<file path="src/rtl/eth_tx_framer.sv">
// eth_tx_framer: GMII transmit framer. Wraps each MAC frame with a 7x0x55 + 0xD5
// preamble, zero-pads short frames to MIN_LEN, flags oversize bytes on gmii_txer,
// and enforces an inter-frame gap.
// Optional feature: define ETH_TX_FCS_EN to append the 4-byte CRC-32 FCS. With the
// macro undefined the frame ends on its last data/pad byte and no CRC logic exists.
module eth_tx_framer #(
    parameter int IFG_CYCLES = 12,
    parameter int MIN_LEN    = 60,
    parameter int MAX_LEN    = 1514
) (
    input  logic       clk,
    input  logic       reset,
    input  logic [7:0] txd,
    input  logic       txen,
    output logic [7:0] gmii_txd,
    output logic       gmii_txen,
    output logic       gmii_txer,
    output logic       busy,
    output logic       frame_done,
    output logic       overrun
);
    // Eight staged bytes plus the output register give the nine-cycle txd->line latency,
    // which exactly covers the eight preamble/SFD cycles.
    localparam int DLY = 8;

    typedef enum logic [2:0] {S_IDLE, S_PRE, S_DATA, S_PAD, S_FCS, S_IFG} state_t;

`ifdef ETH_TX_FCS_EN
    localparam state_t POST_PAYLOAD = S_FCS;
    localparam logic   PAYLOAD_DONE = 1'b0;
`else
    localparam state_t POST_PAYLOAD = S_IFG;
    localparam logic   PAYLOAD_DONE = 1'b1;
`endif

    state_t          state_q, state_d;
    logic [7:0]      dl_q [DLY];
    logic [DLY-2:0]  dv_q;          // valid flags; only needed up to the look-ahead stage
    logic            txen_q;
    logic            in_active_q, in_active_d;
    logic [10:0]     cnt_q, cnt_d, cnt_inc;
    logic [15:0]     sub_q, sub_d;  // preamble / FCS / IFG phase counter
    logic [7:0]      txd_q, txd_d;
    logic            gtxen_q, txen_d;
    logic            txer_q, txer_d;
    logic            done_q, done_d;
    logic            busy_q, ovr_q;
    logic            rise, accept, tail_pad;

    assign rise     = txen & ~txen_q;
    assign accept   = rise && (state_q == S_IDLE);
    assign cnt_inc  = (cnt_q == 11'h7FF) ? cnt_q : cnt_q + 11'd1;
    assign tail_pad = (int'(cnt_q) + 1) < MIN_LEN;

    // Input capture stays open from an accepted rise until the first txen=0.
    assign in_active_d = accept | (in_active_q & txen);

`ifdef ETH_TX_FCS_EN
    logic [31:0] crc_q, crc_d, fcs_w;

    function automatic logic [31:0] crc_step(input logic [31:0] c, input logic [7:0] b);
        logic [31:0] r;
        r = c ^ {24'h0, b};
        for (int i = 0; i < 8; i++) begin
            r = r[0] ? ((r >> 1) ^ 32'hEDB88320) : (r >> 1);
        end
        return r;
    endfunction

    assign fcs_w = ~crc_q;

    // CRC accumulates every byte leaving the line in DATA and PAD.
    always_comb begin
        crc_d = crc_q;
        if (accept) begin
            crc_d = 32'hFFFFFFFF;
        end else if (state_q == S_DATA) begin
            crc_d = crc_step(crc_q, dl_q[DLY-1]);
        end else if (state_q == S_PAD) begin
            crc_d = crc_step(crc_q, 8'h00);
        end
    end

    // CRC register.
    always_ff @(posedge clk) begin
        if (reset) begin
            crc_q <= '0;
        end else begin
            crc_q <= crc_d;
        end
    end
`endif

    // Next state and next registered line outputs.
    always_comb begin
        state_d = state_q;
        cnt_d   = cnt_q;
        sub_d   = sub_q;
        txd_d   = 8'h00;
        txen_d  = 1'b0;
        txer_d  = 1'b0;
        done_d  = 1'b0;
        case (state_q)
            S_IDLE: begin
                if (accept) begin
                    state_d = S_PRE;
                    sub_d   = 16'd1;
                    cnt_d   = '0;
                    txd_d   = 8'h55;
                    txen_d  = 1'b1;
                end
            end
            S_PRE: begin
                txen_d = 1'b1;
                if (sub_q == 16'd7) begin
                    txd_d   = 8'hD5;
                    state_d = S_DATA;
                end else begin
                    txd_d = 8'h55;
                    sub_d = sub_q + 16'd1;
                end
            end
            S_DATA: begin
                txen_d = 1'b1;
                txd_d  = dl_q[DLY-1];
                txer_d = int'(cnt_q) >= MAX_LEN;
                cnt_d  = cnt_inc;
                // Look one stage ahead so the line never drops txen between payload and tail.
                if (!dv_q[DLY-2]) begin
                    if (tail_pad) begin
                        state_d = S_PAD;
                    end else begin
                        state_d = POST_PAYLOAD;
                        sub_d   = '0;
                        done_d  = PAYLOAD_DONE;
                    end
                end
            end
            S_PAD: begin
                txen_d = 1'b1;
                cnt_d  = cnt_inc;
                if (!tail_pad) begin
                    state_d = POST_PAYLOAD;
                    sub_d   = '0;
                    done_d  = PAYLOAD_DONE;
                end
            end
`ifdef ETH_TX_FCS_EN
            S_FCS: begin
                txen_d = 1'b1;
                txd_d  = fcs_w[{sub_q[1:0], 3'b000} +: 8];
                txer_d = int'(cnt_q) > MAX_LEN;
                if (sub_q[1:0] == 2'd3) begin
                    done_d  = 1'b1;
                    state_d = S_IFG;
                    sub_d   = '0;
                end else begin
                    sub_d = sub_q + 16'd1;
                end
            end
`endif
            S_IFG: begin
                if (int'(sub_q) >= IFG_CYCLES - 1) begin
                    state_d = S_IDLE;
                end else begin
                    sub_d = sub_q + 16'd1;
                end
            end
            default: state_d = S_IDLE;
        endcase
    end

    // State, delay line and registered outputs.
    always_ff @(posedge clk) begin
        // Tracked through reset so a txen level held across reset is not seen as a rise.
        txen_q <= txen;
        if (reset) begin
            state_q     <= S_IDLE;
            in_active_q <= 1'b0;
            cnt_q       <= '0;
            sub_q       <= '0;
            dv_q        <= '0;
            for (int i = 0; i < DLY; i++) begin
                dl_q[i] <= 8'h00;
            end
            txd_q   <= 8'h00;
            gtxen_q <= 1'b0;
            txer_q  <= 1'b0;
            done_q  <= 1'b0;
            busy_q  <= 1'b0;
            ovr_q   <= 1'b0;
        end else begin
            state_q     <= state_d;
            in_active_q <= in_active_d;
            cnt_q       <= cnt_d;
            sub_q       <= sub_d;
            dv_q        <= {dv_q[DLY-3:0], in_active_d};
            dl_q[0]     <= txd;
            for (int i = 1; i < DLY; i++) begin
                dl_q[i] <= dl_q[i-1];
            end
            txd_q   <= txd_d;
            gtxen_q <= txen_d;
            txer_q  <= txer_d;
            done_q  <= done_d;
            busy_q  <= (state_d != S_IDLE);
            ovr_q   <= rise && (state_q != S_IDLE);
        end
    end

    assign gmii_txd   = txd_q;
    assign gmii_txen  = gtxen_q;
    assign gmii_txer  = txer_q;
    assign busy       = busy_q;
    assign frame_done = done_q;
    assign overrun    = ovr_q;
endmodule
</file>
<file path="config.mk">
export PLATFORM = sky130hd
export DESIGN_NAME = eth_tx_framer
export DESIGN_NICKNAME = d
export VERILOG_FILES = /design/src/rtl/eth_tx_framer.sv
export SDC_FILE = /design/constraint.sdc
export NUM_CORES = 1
export LEC_CHECK = 0
export ABC_AREA = 1
export CAP_MARGIN = 25
export CORE_ASPECT_RATIO = 0.5
export CORE_MARGIN = 2
export CORE_UTILIZATION = 59
export CTS_CLUSTER_SIZE = 12
export DETAILED_ROUTE_END_ITERATION = 6
export PLACE_DENSITY = 0.88
export SKIP_CTS_REPAIR_TIMING = 1
export SYNTH_ARGS = -nofsm -noshare
export SYNTH_HDL_FRONTEND = slang
export SYNTH_SLANG_ARGS = --single-unit
</file>
<file path="constraint.sdc">
create_clock -name clk -period 2.07 [get_ports clk]
set_input_delay 0.3105 -clock clk [delete_from_list [all_inputs] [get_ports clk]]
set_output_delay 0.3105 -clock clk [all_outputs]
set_load 0.005 [all_outputs]
</file>
After elaboration in Yosys (flattened, before gate mapping)
Memory sizes are Yosys's and may differ from the RTL's.
Cells that the tools add are included.

word-level totals
  flip-flop bits (word level) = 52
  memory bits (writable) = 64
  input port bits = 11
  logic and storage cells = 90
  memories = 1

memory list
  name  words  bits a word  rd ports  clocked after memory_dff  write ports  line  text
  dl_q  8      8            8         0                         8            37    logic [7:0] dl_q [DLY];

operators by class
  add/subtract/negate cells = 3
  magnitude comparators = 3
  eq/ne operators = 11
  mux-type cells = 35
  bitwise operators = 13
  reduce and logical (&&, ||, !) cells = 12

operators by type and width
  cell                                                                            number
  16-bit 2-to-1 mux                                                               5
  16-bit one-hot mux with 5 select lines                                          1
  8-bit 2-to-1 mux                                                                9
  8-bit one-hot mux with 3 select lines                                           1
  11-bit 2-to-1 mux                                                               2
  11-bit one-hot mux with 2 select lines                                          1
  3-bit 2-to-1 mux                                                                6
  16-bit by 1-bit adder with 16-bit output (second input constant)                1
  16-bit by 3-bit == test with 1-bit output (second input constant)               1
  16-bit by 4-bit >= comparator with 1-bit output (second input constant)         1
  3-bit one-hot mux with 5 select lines                                           1
  11-bit by 1-bit adder with 12-bit output (second input constant)                1
  12-bit by 6-bit less-than comparator with 1-bit output (second input constant)  1
  11-bit by 1-bit adder with 11-bit output (second input constant)                1
  11-bit == test (second input constant)                                          1
  11-bit >= comparator (second input constant)                                    1
  2-bit != test (second input constant)                                           5
  1-bit OR                                                                        9
  7-bit 2-to-1 mux                                                                1
  3-bit by 2-bit == test with 1-bit output (second input constant)                2
  1-bit 2-to-1 mux                                                                6
  3-bit nonzero test                                                              2
  5-bit AND reduction                                                             1
  5-bit nonzero test                                                              1
  11 further kinds                                                                16

Longest topological paths before layout
  depth in word-level cells = 6
  depth in mapped cells = 14
  mapped depth without buffers = 14

Least setup slack after synthesis
No wires, ideal clock.

  path kind = register to register
  start = register cnt_q[1]
  end = register sub_q[2]
  library setup time = 0.115 ns
  arrival time = 1.736 ns
  setup slack = 0.219 ns
  cell stages (with the launch flop) = 12
  path buffers = 1
  path through = dfxtp_1 ha_1 nand2_1 nor2_2 nand4_1 nand2_1 nand2_1 nor2_4 nand3_4 buf_2 a21oi_1 nor2_1

on the way
  longest elaborated chain between the ends = 5

ends and longest elaborated chain
  what                                                      line  text
  start: declaration                                        41    logic [10:0] cnt_q, cnt_d, cnt_inc;
  start signal: assignment                                  195   cnt_q <= cnt_d;
  11-bit by 1-bit adder with 12-bit output *                53    assign tail_pad = (int'(cnt_q) + 1) < MIN_LEN;
  12-bit by 6-bit less-than comparator with 1-bit output *  53
  16-bit 2-to-1 mux *                                       -
  16-bit 2-to-1 mux                                         -
  16-bit one-hot mux with 5 select lines *                  -
  end signal: assignment                                    196   sub_q <= sub_d;
  end: declaration                                          42    logic [15:0] sub_q, sub_d;

Mark *: on every way between the ends. The rest lies on a longest branch, timed or not. The select of a mux whose other input is x is not followed.
A chain may end at the register's enable or synchronous reset.

Worst setup path after layout
  start = register cnt_q[0]
  end = register sub_q[10]

Same word-level chain as after synthesis.

==> summary.md <==
| Metric | Value |
|---|---|
| DR WL/cell | 12.8 um |
| Pwr/cell area | 1020 mW/mm^2 |
| Sw Pwr | 0.00122 W |
| Core region area | 0.00727 sq mm |
| Top-Level Pins | 24 |
| Die width | 126 um |
| Share of total power in the clock network | 54.6% |
| Peak VDD IR | 0.000596 V |
| Largest net degree at the start of global routing | 66 |
| Critical-path maximum fanout | 7 |
| Number of global-route vias before repair | 3486 |
| Height of the die | 64.9 um |
| Distinct cells, synth | 29 |
| Result of the run | complete, no violations |
| Cell seen most often among critical-path stages | sky130_fd_sc_hd__nand2_1 |
| Layout filler cell count | 506 |
| Switch share | 22.1% |
| Data required time at the worst endpoint | 2.36 ns |
| Relative contribution of combinational cells to total power | 4.0% |
| Worst slew pin tran | 0.401 ns |
| CTS HTree Levels | 4 |
| Hold-critical path endpoint | dl_q[0][7] |
| Placed instance count | 696 |
| Crit path arrival time | 2.30 ns |
| CTS max path bufs | 2 |
| Residual overflow from global routing | 0 |
| DR DRC count | 0 |
| Cell taking the most area after synthesis | sky130_fd_sc_hd__dfxtp_1 |
| Synth Register Bits | 115 |
| Worst R2R End | sub_q[10] |
| Antenna Violating Nets Remaining | 0 |
| Worst rel slew slack | 73.0% |
| Global-route wire length before repair | 15300 um |
| Post-synth net total | 595 |
| Port Buffers | 23 |
| Worst min path class | in2reg |
| Die Footprint | 0.00816 sq mm |
| Area Overhead vs Synth | 23.4% |
| TritonCTS clock tree | yes |
| Number of antenna cells inserted | 0 |
| Endpoints failing setup | 0 |
| Synth Cell Area | 0.00437 sq mm |
| Final hold violation count | 0 |
| Hold-critical path depth | 2 |
| Share of final-layout standard cells stronger than drive strength 1 | 10.7% |
| Total leakage power | 2.11 nW |
| Clk pin slew, worst setup/hold paths | 0.06 ns |
| Share of the synthesized area in the top cell type | 52.6% |
| Max cap viols | 0 |
| Global placer's final weighted congestion | 0.987 |
| PnR Total Power | 0.00550 W |
| Initial antenna violation count | 0 |
| Sequential group share of total power | 41.4% |
| Slowest cell on the critical path | sky130_fd_sc_hd__dfxtp_2 |
| Top_reg_cell synth | sky130_fd_sc_hd__dfxtp_1 |
| Total length of routed wires | 9300 um |
| R2R depth | 13 |
| DP Area | 0.00475 sq mm |
| Mean instance size in the synthesized netlist | 7.53 sq um |
| Via-to-Cell Ratio | 4.96 |
| Number of max-slew violations in the final report | 0 |
| Critical path cell sequence | ha_1 > buf_4 > nor2_1 > nor2_2 > nand2_1 > nor2_1 > nand2_1 > nand2_1 > nor2_2 > nand3_4 > buf_4 > nand3_1 > a21oi_2 |
| Total CTS buffers | 17 |
| RR Startpoint | cnt_q[0] |
| Non-filler instance count after layout | 729 |
| Top post-synthesis cells by count | sky130_fd_sc_hd__nor2_1 (116), sky130_fd_sc_hd__dfxtp_1 (115), sky130_fd_sc_hd__inv_1 (103) |
| Top post-synthesis cells by area | sky130_fd_sc_hd__dfxtp_1 (53%), sky130_fd_sc_hd__nor2_1 (10%), sky130_fd_sc_hd__inv_1 (8.8%), sky130_fd_sc_hd__nand2_1 (8.3%), sky130_fd_sc_hd__nand3_1 (4.1%) |
| Internal Dissipation | 0.00428 W |
| Min cycle time layout | 2.01 ns |
| Highest cell delay on the worst timing path | 0.34 ns |
| Number of DRC violations after detailed-routing iteration 0 | 326 |
| Period Utilization, post-route | 96.9% |
| Setup CP Type | reg2reg |
| Min-Delay Startpoint | reset |
| Yosys warning total | 0 |
| Accumulated negative setup slack | 0 ns |
| Clock latency on the worst-skew pair | 0.41 ns |
| Number of enable-type register cells in the synthesized netlist | 0 |
| GRT Resource Usage Total | 24.3% |
| Total clock sinks | 115 |
| Final HPWL DP | 5500 um |
| Unrepaired setup endpoints after global routing | yes |
| Total number of placement rows | 22 |
| Clock Root Buffer | sky130_fd_sc_hd__clkbuf_16 |
| Number of iterations in the first detailed-routing pass | 6 |
| Flop2flop setup slack | 0.06 ns |
| Number of instances in the synthesized netlist | 581 |
| Maximum achievable frequency | 498 MHz |
| Worst setup skew after layout | 0.00860 ns |
| Post-synth ARST share | 0% |
| Total number of nets in the final design | 634 |
| Worst setup SP type | register |
| Final Instance Area | 0.00540 sq mm |
| Nature of the critical path endpoint | register |
| Most repeated cell in the gate-level netlist after synthesis | sky130_fd_sc_hd__nor2_1 |
| Vias after detailed routing | 3617 |
| Sequential cell area fraction in the yosys report | 52.6% |
| Initial standard-cell utilization of the core | 60.2% |
==> critical path, delay by kind of cell, from the launching register on <==
| family | cells | cell delay [ns] |
|---|---|---|
| simple gates | 9 | 0.94 |
| buf+inv | 2 | 0.35 |
| flops | 1 | 0.34 |
| fa+ha+maj | 1 | 0.21 |
| compound gates | 1 | 0.06 |
==> area by class of cell <==
cell class              count  area [sq um]  area share [%]
well taps                  96           120            2.23
flip-flops and latches    115          2300            42.7
clock inverters            14           173            3.20
inverters                 108           405            7.51
clock buffers              18           439            8.14
repair buffers             38           357            6.61
multi-input cells         340          1600            29.6
==> through the flow <==
stage	setup slack, ns	hold slack, ns	utilization (%)
4_1_cts	-0.000803	0.267	73.8
6_report	0.0631	0.278	74.2
3_5_place_dp	0.114	0.392	65.4
2_1_floorplan	0.219	0.338	-
3_3_place_gp	0.229	0.389	65.4
5_1_grt	-0.00669	0.277	74.2
==> cells by family (layout without fill, tap and decap cells) <==
| logic type | Yosys count | after routing | synth area share [%] |
|---|---|---|---|
| buf+inv | 126 | 178 | 11.2 |
| fa+ha+maj | 3 | 3 | 0.858 |
| xor+xnor | 11 | 11 | 2.20 |
| simple gates | 281 | 281 | 27.4 |
| compound gates | 45 | 45 | 5.69 |
| flops | 115 | 115 | 52.6 |
==> worst max path at each step <==
stage	from	end	slack, ns
6_report	cnt_q[0]	sub_q[10]	0.06
5_1_grt	cnt_q[0]	sub_q[10]	-0.007
4_1_cts	cnt_q[0]	sub_q[6]	-0.0008
3_5_place_dp	cnt_q[0]	sub_q[6]	0.11
3_3_place_gp	cnt_q[0]	sub_q[1]	0.23
2_1_floorplan	cnt_q[1]	sub_q[2]	0.22
==> registers in the layout, summed over array words and instances, names as in the netlist <==
signal / count
gmii_txer: 1
sub_q: 16
cnt_q: 11
gmii_txen: 1
state_q: 3
dv_q: 7
overrun: 1
frame_done: 1
gmii_txd: 8
busy: 1
txen_q: 1
dl_q: 64
==> metal layers <==
layer / wire length, um / track usage, % / up-vias
li1: - / - / 1835
met1: 3920 / 26.5 / 1642
met2: 4640 / 43.7 / 111
met3: 520 / 8.51 / 29
met4: 223 / 10.2 / 0
met5: 0 / 0 / -
==> placed cells by master (no fill, tap or decap) <==
master / Yosys / final
sky130_fd_sc_hd__o21ai_1: 2 / 2
sky130_fd_sc_hd__clkbuf_8: 0 / 1
sky130_fd_sc_hd__bufinv_16: 0 / 3
sky130_fd_sc_hd__nor3_1: 14 / 13
sky130_fd_sc_hd__xor2_1: 11 / 11
sky130_fd_sc_hd__a21oi_2: 5 / 5
sky130_fd_sc_hd__a21oi_1: 31 / 31
sky130_fd_sc_hd__clkinv_1: 3 / 3
sky130_fd_sc_hd__dfxtp_2: 0 / 2
sky130_fd_sc_hd__nor3b_1: 1 / 1
sky130_fd_sc_hd__inv_1: 103 / 103
sky130_fd_sc_hd__a31oi_1: 2 / 2
sky130_fd_sc_hd__inv_6: 0 / 5
sky130_fd_sc_hd__nand3_1: 36 / 36
sky130_fd_sc_hd__nand2_1: 97 / 97
sky130_fd_sc_hd__o211ai_1: 1 / 1
sky130_fd_sc_hd__buf_6: 1 / 1
sky130_fd_sc_hd__nand3_2: 1 / 1
sky130_fd_sc_hd__nor2_4: 2 / 2
sky130_fd_sc_hd__nor3_2: 0 / 1
sky130_fd_sc_hd__nand3_4: 1 / 1
sky130_fd_sc_hd__dfxtp_1: 115 / 113
sky130_fd_sc_hd__nand4_1: 5 / 5
sky130_fd_sc_hd__inv_2: 2 / 2
sky130_fd_sc_hd__buf_12: 0 / 1
sky130_fd_sc_hd__clkinv_4: 0 / 1
sky130_fd_sc_hd__nor2_2: 4 / 5
sky130_fd_sc_hd__nor2_1: 116 / 115
sky130_fd_sc_hd__ha_1: 3 / 3
sky130_fd_sc_hd__clkinv_2: 0 / 3
sky130_fd_sc_hd__nand2_8: 0 / 1
sky130_fd_sc_hd__buf_4: 2 / 14
sky130_fd_sc_hd__clkbuf_16: 0 / 17
sky130_fd_sc_hd__clkdlybuf4s50_1: 0 / 22
sky130_fd_sc_hd__clkinvlp_4: 0 / 2
sky130_fd_sc_hd__o21ai_0: 4 / 4
sky130_fd_sc_hd__nand3b_1: 3 / 3
==> power groups by stage <==
stage / registers, W / logic [W] / clock network (W)
3_3_place_gp: 0.00232 / 0.000206 / 0
3_5_place_dp: 0.00233 / 0.000212 / 0
5_1_grt: 0.00228 / 0.000246 / 0.00315
4_1_cts: 0.00228 / 0.000218 / 0.00303
6_report: 0.00228 / 0.000221 / 0.00300
2_1_floorplan: 0.00232 / 0.000135 / 0
(Power assumes the default switching activity.)
